--- config.mk ---
export PLATFORM = sky130hd
export DESIGN_NAME = sha_pad_stream_flat
export DESIGN_NICKNAME = d
export VERILOG_FILES = /design/src/rtl/sha_pad_stream_if.sv /design/src/rtl/sha_pad_stream.sv /design/src/flat_wrapper.sv
export SDC_FILE = /design/constraint.sdc
export NUM_CORES = 1
export LEC_CHECK = 0
export ABC_AREA = 1
export BUFFER_PORTS_ARGS = -buffer_cell sky130_fd_sc_hd__buf_2
export CAP_MARGIN = 10
export CORE_MARGIN = 3
export CORE_UTILIZATION = 30
export DETAILED_ROUTE_END_ITERATION = 8
export GPL_ROUTABILITY_DRIVEN = 0
export HOLD_SLACK_MARGIN = 0.08
export PLACE_DENSITY = 0.51
export SYNTH_ARGS = -nofsm -noshare
export SYNTH_HDL_FRONTEND = slang
export SYNTH_SLANG_ARGS = --single-unit
--- constraint.sdc ---
create_clock -name clk -period 3.2 [get_ports clk]
set_input_delay 0.64 -clock clk [delete_from_list [all_inputs] [get_ports clk]]
set_output_delay 0.64 -clock clk [all_outputs]
set_load 0.01 [all_outputs]
--- src/rtl/sha_pad_stream_if.sv ---
// sha_pad_stream_if -- byte-stream input and padded-block output bundle for
// sha_pad_stream.
//   in_data/in_valid/in_last/in_empty/in_ready : byte stream, one byte per beat
//   blk_data/blk_valid/blk_ready/blk_first/blk_last : 16*NW-bit message blocks
//   blk_idx : block index within the message (only with SHA_PAD_BLKCNT_EN)
// Modports: slave = the padder, master = byte source / block consumer side.
interface sha_pad_stream_if #(
  parameter int NW = 32
);
  logic [7:0]       in_data;
  logic             in_valid;
  logic             in_last;
  logic             in_empty;
  logic             in_ready;
  logic [16*NW-1:0] blk_data;
  logic             blk_valid;
  logic             blk_ready;
  logic             blk_first;
  logic             blk_last;
`ifdef SHA_PAD_BLKCNT_EN
  logic [15:0]      blk_idx;
`endif

  modport slave (
    input  in_data, in_valid, in_last, in_empty, blk_ready,
`ifdef SHA_PAD_BLKCNT_EN
    output blk_idx,
`endif
    output in_ready, blk_data, blk_valid, blk_first, blk_last
  );

  modport master (
    output in_data, in_valid, in_last, in_empty, blk_ready,
`ifdef SHA_PAD_BLKCNT_EN
    input  blk_idx,
`endif
    input  in_ready, blk_data, blk_valid, blk_first, blk_last
  );
endinterface

--- src/rtl/sha_pad_stream.sv ---
// sha_pad_stream -- streaming SHA message padder (FIPS 180-4 padding).
// Accepts one byte per cycle and emits 16-word blocks with the 0x80 marker,
// zero fill and big-endian bit-length field, adding an extra block when the
// length does not fit behind the last message byte.
// Ports:
//   clk  : clock
//   rst  : synchronous, active-low reset
//   bus  : sha_pad_stream_if.slave (byte stream in, block stream out)
// Parameter NW: word width, 32 (SHA-256 class) or 64 (SHA-512 class).
// Optional macro SHA_PAD_BLKCNT_EN adds bus.blk_idx, the per-message block index.
module sha_pad_stream #(
  parameter int NW = 32
) (
  input  logic              clk,
  input  logic              rst,
  sha_pad_stream_if.slave   bus
);

  localparam int NB   = 2 * NW;          // block bytes
  localparam int NL   = NW / 4;          // length-field bytes
  localparam int BITS = 16 * NW;         // block bits
  localparam int BW   = 2 * NW;          // bit-length counter width
  localparam int CW   = $clog2(NB + 1);  // cnt range 0..NB
  localparam int IW   = $clog2(NB);      // byte index within block

  localparam logic [CW-1:0] CNT_LAST    = CW'(NB - 1);
  localparam logic [CW-1:0] CNT_LEN_MAX = CW'(NB - NL - 1);

  typedef enum logic [1:0] {FILL, PAD, EXTRA, EMIT} state_t;

  state_t          state_q, state_d;
  logic [BITS-1:0] blk_q;
  logic [CW-1:0]   cnt_q;
  logic [BW-1:0]   bitlen_q;
  logic            first_q;
  logic            pend_pad_q;
  logic            pad_done_q;
  logic            final_q;

  logic            accept;
  logic            take_byte;
  logic [IW-1:0]   wr_idx;
  logic [IW+2:0]   wr_lsb;

  // Byte k sits at bit 8*(NB-1-k); NB is a power of two, so NB-1-k == ~k.
  always_comb begin
    accept    = (state_q == FILL) && bus.in_valid;
    take_byte = accept && !bus.in_empty;
    wr_idx    = cnt_q[IW-1:0];
    wr_lsb    = {~wr_idx, 3'b000};
  end

  always_ff @(posedge clk) begin
    if (!rst) state_q <= FILL;
    else      state_q <= state_d;
  end

  always_comb begin
    state_d       = state_q;
    bus.in_ready  = (state_q == FILL);
    bus.blk_valid = (state_q == EMIT);
    // first_q is armed during reset so the first message is tagged, but the
    // visible flags only assert alongside blk_valid.
    bus.blk_first = first_q && (state_q == EMIT);
    bus.blk_last  = final_q && (state_q == EMIT);
    bus.blk_data  = blk_q;
    case (state_q)
      FILL: begin
        if (take_byte) begin
          if (cnt_q == CNT_LAST)  state_d = EMIT;
          else if (bus.in_last)   state_d = PAD;
        end else if (accept && bus.in_last) begin
          state_d = PAD;
        end
      end
      PAD:   state_d = EMIT;
      EXTRA: state_d = EMIT;
      EMIT: begin
        if (bus.blk_ready) begin
          if (final_q)         state_d = FILL;
          else if (pend_pad_q) state_d = PAD;
          else if (pad_done_q) state_d = EXTRA;
          else                 state_d = FILL;
        end
      end
      default: state_d = FILL;
    endcase
  end

  always_ff @(posedge clk) begin
    if (!rst) begin
      blk_q      <= '0;
      cnt_q      <= '0;
      bitlen_q   <= '0;
      first_q    <= 1'b1;
      pend_pad_q <= 1'b0;
      pad_done_q <= 1'b0;
      final_q    <= 1'b0;
    end else begin
      case (state_q)
        FILL: begin
          if (take_byte) begin
            blk_q[wr_lsb +: 8] <= bus.in_data;
            cnt_q              <= cnt_q + 1'b1;
            bitlen_q           <= bitlen_q + BW'(8);
            if (cnt_q == CNT_LAST) pend_pad_q <= bus.in_last;
          end
        end
        PAD: begin
          blk_q[wr_lsb +: 8] <= 8'h80;
          if (cnt_q <= CNT_LEN_MAX) begin
            blk_q[BW-1:0] <= bitlen_q;
            final_q       <= 1'b1;
          end else begin
            pad_done_q <= 1'b1;
          end
        end
        EXTRA: begin
          blk_q   <= BITS'(bitlen_q);
          final_q <= 1'b1;
        end
        EMIT: begin
          if (bus.blk_ready) begin
            blk_q   <= '0;
            cnt_q   <= '0;
            first_q <= 1'b0;
            if (final_q) begin
              bitlen_q   <= '0;
              final_q    <= 1'b0;
              pend_pad_q <= 1'b0;
              pad_done_q <= 1'b0;
              first_q    <= 1'b1;
            end else if (pend_pad_q) begin
              pend_pad_q <= 1'b0;
            end else if (pad_done_q) begin
              pad_done_q <= 1'b0;
            end
          end
        end
        default: ;
      endcase
    end
  end

`ifdef SHA_PAD_BLKCNT_EN
  logic [15:0] idx_q;

  always_ff @(posedge clk) begin
    if (!rst) begin
      idx_q <= '0;
    end else if (state_q == EMIT && bus.blk_ready) begin
      idx_q <= final_q ? 16'd0 : idx_q + 16'd1;
    end
  end

  assign bus.blk_idx = idx_q;
`endif

endmodule
--- src/flat_wrapper.sv ---
// flat-port wrapper written by rule: the top's interface ports become plain ports
module sha_pad_stream_flat 
#(
  parameter int NW = 32
)
  (clk, rst, bus_in_data, bus_in_valid, bus_in_last, bus_in_empty, bus_blk_ready, bus_in_ready, bus_blk_data, bus_blk_valid, bus_blk_first, bus_blk_last);
  sha_pad_stream_if #(.NW(NW)) bus_i ();
  input  logic clk;
  input  logic rst;
  input wire logic [$bits(bus_i.in_data)-1:0] bus_in_data;
  input wire logic [$bits(bus_i.in_valid)-1:0] bus_in_valid;
  input wire logic [$bits(bus_i.in_last)-1:0] bus_in_last;
  input wire logic [$bits(bus_i.in_empty)-1:0] bus_in_empty;
  input wire logic [$bits(bus_i.blk_ready)-1:0] bus_blk_ready;
  output wire logic [$bits(bus_i.in_ready)-1:0] bus_in_ready;
  output wire logic [$bits(bus_i.blk_data)-1:0] bus_blk_data;
  output wire logic [$bits(bus_i.blk_valid)-1:0] bus_blk_valid;
  output wire logic [$bits(bus_i.blk_first)-1:0] bus_blk_first;
  output wire logic [$bits(bus_i.blk_last)-1:0] bus_blk_last;
  assign bus_i.in_data = bus_in_data;
  assign bus_i.in_valid = bus_in_valid;
  assign bus_i.in_last = bus_in_last;
  assign bus_i.in_empty = bus_in_empty;
  assign bus_i.blk_ready = bus_blk_ready;
  assign bus_in_ready = bus_i.in_ready;
  assign bus_blk_data = bus_i.blk_data;
  assign bus_blk_valid = bus_i.blk_valid;
  assign bus_blk_first = bus_i.blk_first;
  assign bus_blk_last = bus_i.blk_last;
  sha_pad_stream #(.NW(NW)) u_core (.clk(clk), .rst(rst), .bus(bus_i));
endmodule
==> flow_metrics.env <==
export IMPL_outcome="completed"
export IMPL_avgSynthCellArea_um2=6.931
export IMPL_leakagePower_nw=13.10
export IMPL_fin_cells=5398
export IMPL_powerDensity_nw_per_um2=742.4
export IMPL_grt_pass1_wl_mm=171.4
export IMPL_synth_cells=3668
export IMPL_finalClockSkew_ns=0.01992
export IMPL_first_iter_violations=1945
export IMPL_grt_ovfl_total=0
export IMPL_yosys_cell_types_count=42
export IMPL_fin_crit_sh=0.9204
export IMPL_clock_latency_ns=0.62
export IMPL_post_cts_resize_count=0
export IMPL_cts_made_buffers=72
export IMPL_cp_max_fo=11
export IMPL_met3_usage=0.05510
export IMPL_fillers=9057
export IMPL_fmax_mhz=339.5
export IMPL_grt_busiest_layer="met2"
export IMPL_wl_per_cell_um=21.61
export IMPL_peakVddDrop_mv=0.6980
export IMPL_die_height_um=297.1
export IMPL_holdBufCountCts=0
export IMPL_cpPeakStageDelay_ns=0.49
export IMPL_num_rows=106
export IMPL_crit_required_ns=3.76
export IMPL_syn_area_um2=25420
export IMPL_dieArea_um2=88280
export IMPL_path_class="flip-flop to flip-flop"
export IMPL_drv_slew=0
export IMPL_critPathLaunchType="flip-flop"
export IMPL_clockBufferDepth=3
export IMPL_vias=26890
export IMPL_drt_wl_total_mm=116.7
export IMPL_finalCriticalPeriod_ns=2.945
export IMPL_met1_usage=0.3321
export IMPL_clk_pin_slew_ns=0.06
export IMPL_synth_edf_count=0
export IMPL_crit_slowest_cell="dfxtp_1"
export IMPL_grt_start_max_net_pins=91
export IMPL_core_area_um2=83820
export IMPL_yosysSeqAreaShare=0.4614
export IMPL_synth_fp_nets=3690
export IMPL_fin_tns_setup_ns=0
export IMPL_placed_cells=5272
export IMPL_end_kind="flip-flop"
export IMPL_grt_pass1_vias=25250
export IMPL_viasPerCell=4.981
export IMPL_clockRootBuffer="clkbuf_16"
export IMPL_async_flop_share=0
export IMPL_maxSlewHeadroom=0.4195
export IMPL_met2_usage=0.4179
export IMPL_io_pins=530
export IMPL_floorplan_initialDensity=0.3033
export IMPL_critical_path_top_delay_family="simple AND/OR/NAND/NOR gates"
export IMPL_gr_usage_all_layers=0.2547
export IMPL_crit_chain="inv_2, ha_1, nand4_1, nor3_2, nand3_2, nor2_2, nand2_1, a21oi_1"
export IMPL_dr_pass1_iters=5
export IMPL_hold_class="input pin to flip-flop"
export IMPL_drive_above_1_share=0.2029
export IMPL_route_detailed_drc=0
export IMPL_cts_tree="yes"
export IMPL_die_width_um=297.1
export IMPL_ant_nets=0
export IMPL_cts_htree_levels=3
export IMPL_crit_buf_inv=1
export IMPL_postCtsSetupRepairBufs=0
export IMPL_ys_seq_elements=586
export IMPL_synth_top_flop_cell="dfxtp_1"
export IMPL_antenna_found_initial=5
export IMPL_maxCapViolCount=0
export IMPL_dp_hpwl_mm=86.08
export IMPL_port_buffers=529
export IMPL_area_delta_synth_final_pct=26.28
export IMPL_final_hold_violation_count=0
export IMPL_rsz0062_at_grt="false"
export IMPL_setup_viol=0
export IMPL_nNetsFinal=4234
export IMPL_yosysWarnings=0
export IMPL_worstPathArrival_ns=3.50
export IMPL_cts_sinks=586
export IMPL_tightest_slew_ns=0.8707
[where the power goes]
group | switching (mW) | leakage [nW] | internal, mW
clock | 3.37 | 1.14 | 4.75
sequential | 0.226 | 4.72 | 7.62
combinational | 6.12 | 7.24 | 1.76
total | 9.71 | 13.1 | 14.1
[worst min-delay path: stages]
cell	delay (ns)
buf_2	0.12
nand2_1	0.08
nand3_1	0.07
[per-stage QoR]
stage / hold WS, ns / area (µm²) / util / power (mW) / setup WS [ns]
global route: 0.3532 / 32100 / 0.3830 / 24.96 / 0.003846
floorplan: 0.4392 / 25420 / - / 12.43 / 0.9347
detailed placement: 0.4346 / 29790 / 0.3554 / 15.88 / 0.2618
CTS: 0.2883 / 32100 / 0.3829 / 24.03 / 0.2347
global placement: 0.4388 / 29790 / 0.3554 / 15.89 / 0.3090
finish: 0.3137 / 32110 / 0.3830 / 23.84 / 0.2547
[cells by family after synthesis]
kind of cell,Yosys count,synth area share
compound gates,809,0.1642
xor+xnor,4,0.001674
fa+ha+maj,8,0.003937
buf+inv,396,0.06122
flops,586,0.4614
simple gates,1865,0.3075
[routing by layer]
metal  vias up  share of wire
met2       915           0.46
met4         2          0.032
li1      13120              -
met3       166          0.068
met5         -        0.00011
met1     12690           0.44
[synth_stat cells, types with 13 or more instances]
cell,instances,area share
nand3_1,195,0.038
inv_2,13,0.0019
clkbuf_1,132,0.019
dfxtp_1,586,0.46
nor3_1,35,0.0069
o21ai_0,139,0.027
buf_1,17,0.0025
nor2_2,48,0.012
buf_2,14,0.0028
a21oi_1,588,0.12
o21ai_1,32,0.0063
nor2_1,343,0.051
nand4_1,49,0.012
o211ai_1,14,0.0041
inv_1,204,0.030
nand2_1,1148,0.17
[layout by cell type, fill, tap and decap left out, types with 72 or more instances in the layout]
cell type and instances:
buf_2 529, o21ai_0 138, nand2_1 1147, buf_4 105, dfxtp_1 586, nor2_1 341, clkbuf_16 72, a21oi_1 588
inv_1 203, nand3_1 195
[registers in the layout, summed over array words and instances, names as in the netlist]
name and cells:
u_core.final_q 1, u_core.first_q 1, u_core.pend_pad_q 1, u_core.bitlen_q 61, u_core.state_q 2, u_core.cnt_q 7, u_core.bus.blk_data 512, u_core.pad_done_q 1
[final timing paths]
| kind | startpoint | end | slack, ns | depth (start not counted) |
|---|---|---|---|---|
| min | bus_blk_ready | u_core.first_q$_SDFFE_PN1P_ | 0.31 | 3 |
| min reg2reg | u_core.bus.blk_data[271]$_SDFFE_PN0P_ | u_core.bus.blk_data[271]$_SDFFE_PN0P_ | 0.45 | 2 |
| max reg2reg | u_core.cnt_q[0]$_SDFFE_PN0P_ | u_core.bus.blk_data[144]$_SDFFE_PN0P_ | 0.25 | 8 |
| max | u_core.cnt_q[0]$_SDFFE_PN0P_ | u_core.bus.blk_data[144]$_SDFFE_PN0P_ | 0.25 | 8 |
[cell type report]
type	count	area (µm²)	area share
Antenna cell	1	2.502	0.00007794
Multi-Input combinational cell	2686	12170	0.3791
Clock buffer	102	2024	0.06306
Tap cell	1134	1419	0.04419
Inverter	222	845.8	0.02634
Clock inverter	23	282.8	0.008807
Timing Repair Buffer	644	3627	0.1130
Sequential cell	586	11730	0.3654
No activity file was read; power rests on OpenSTA's default activity.
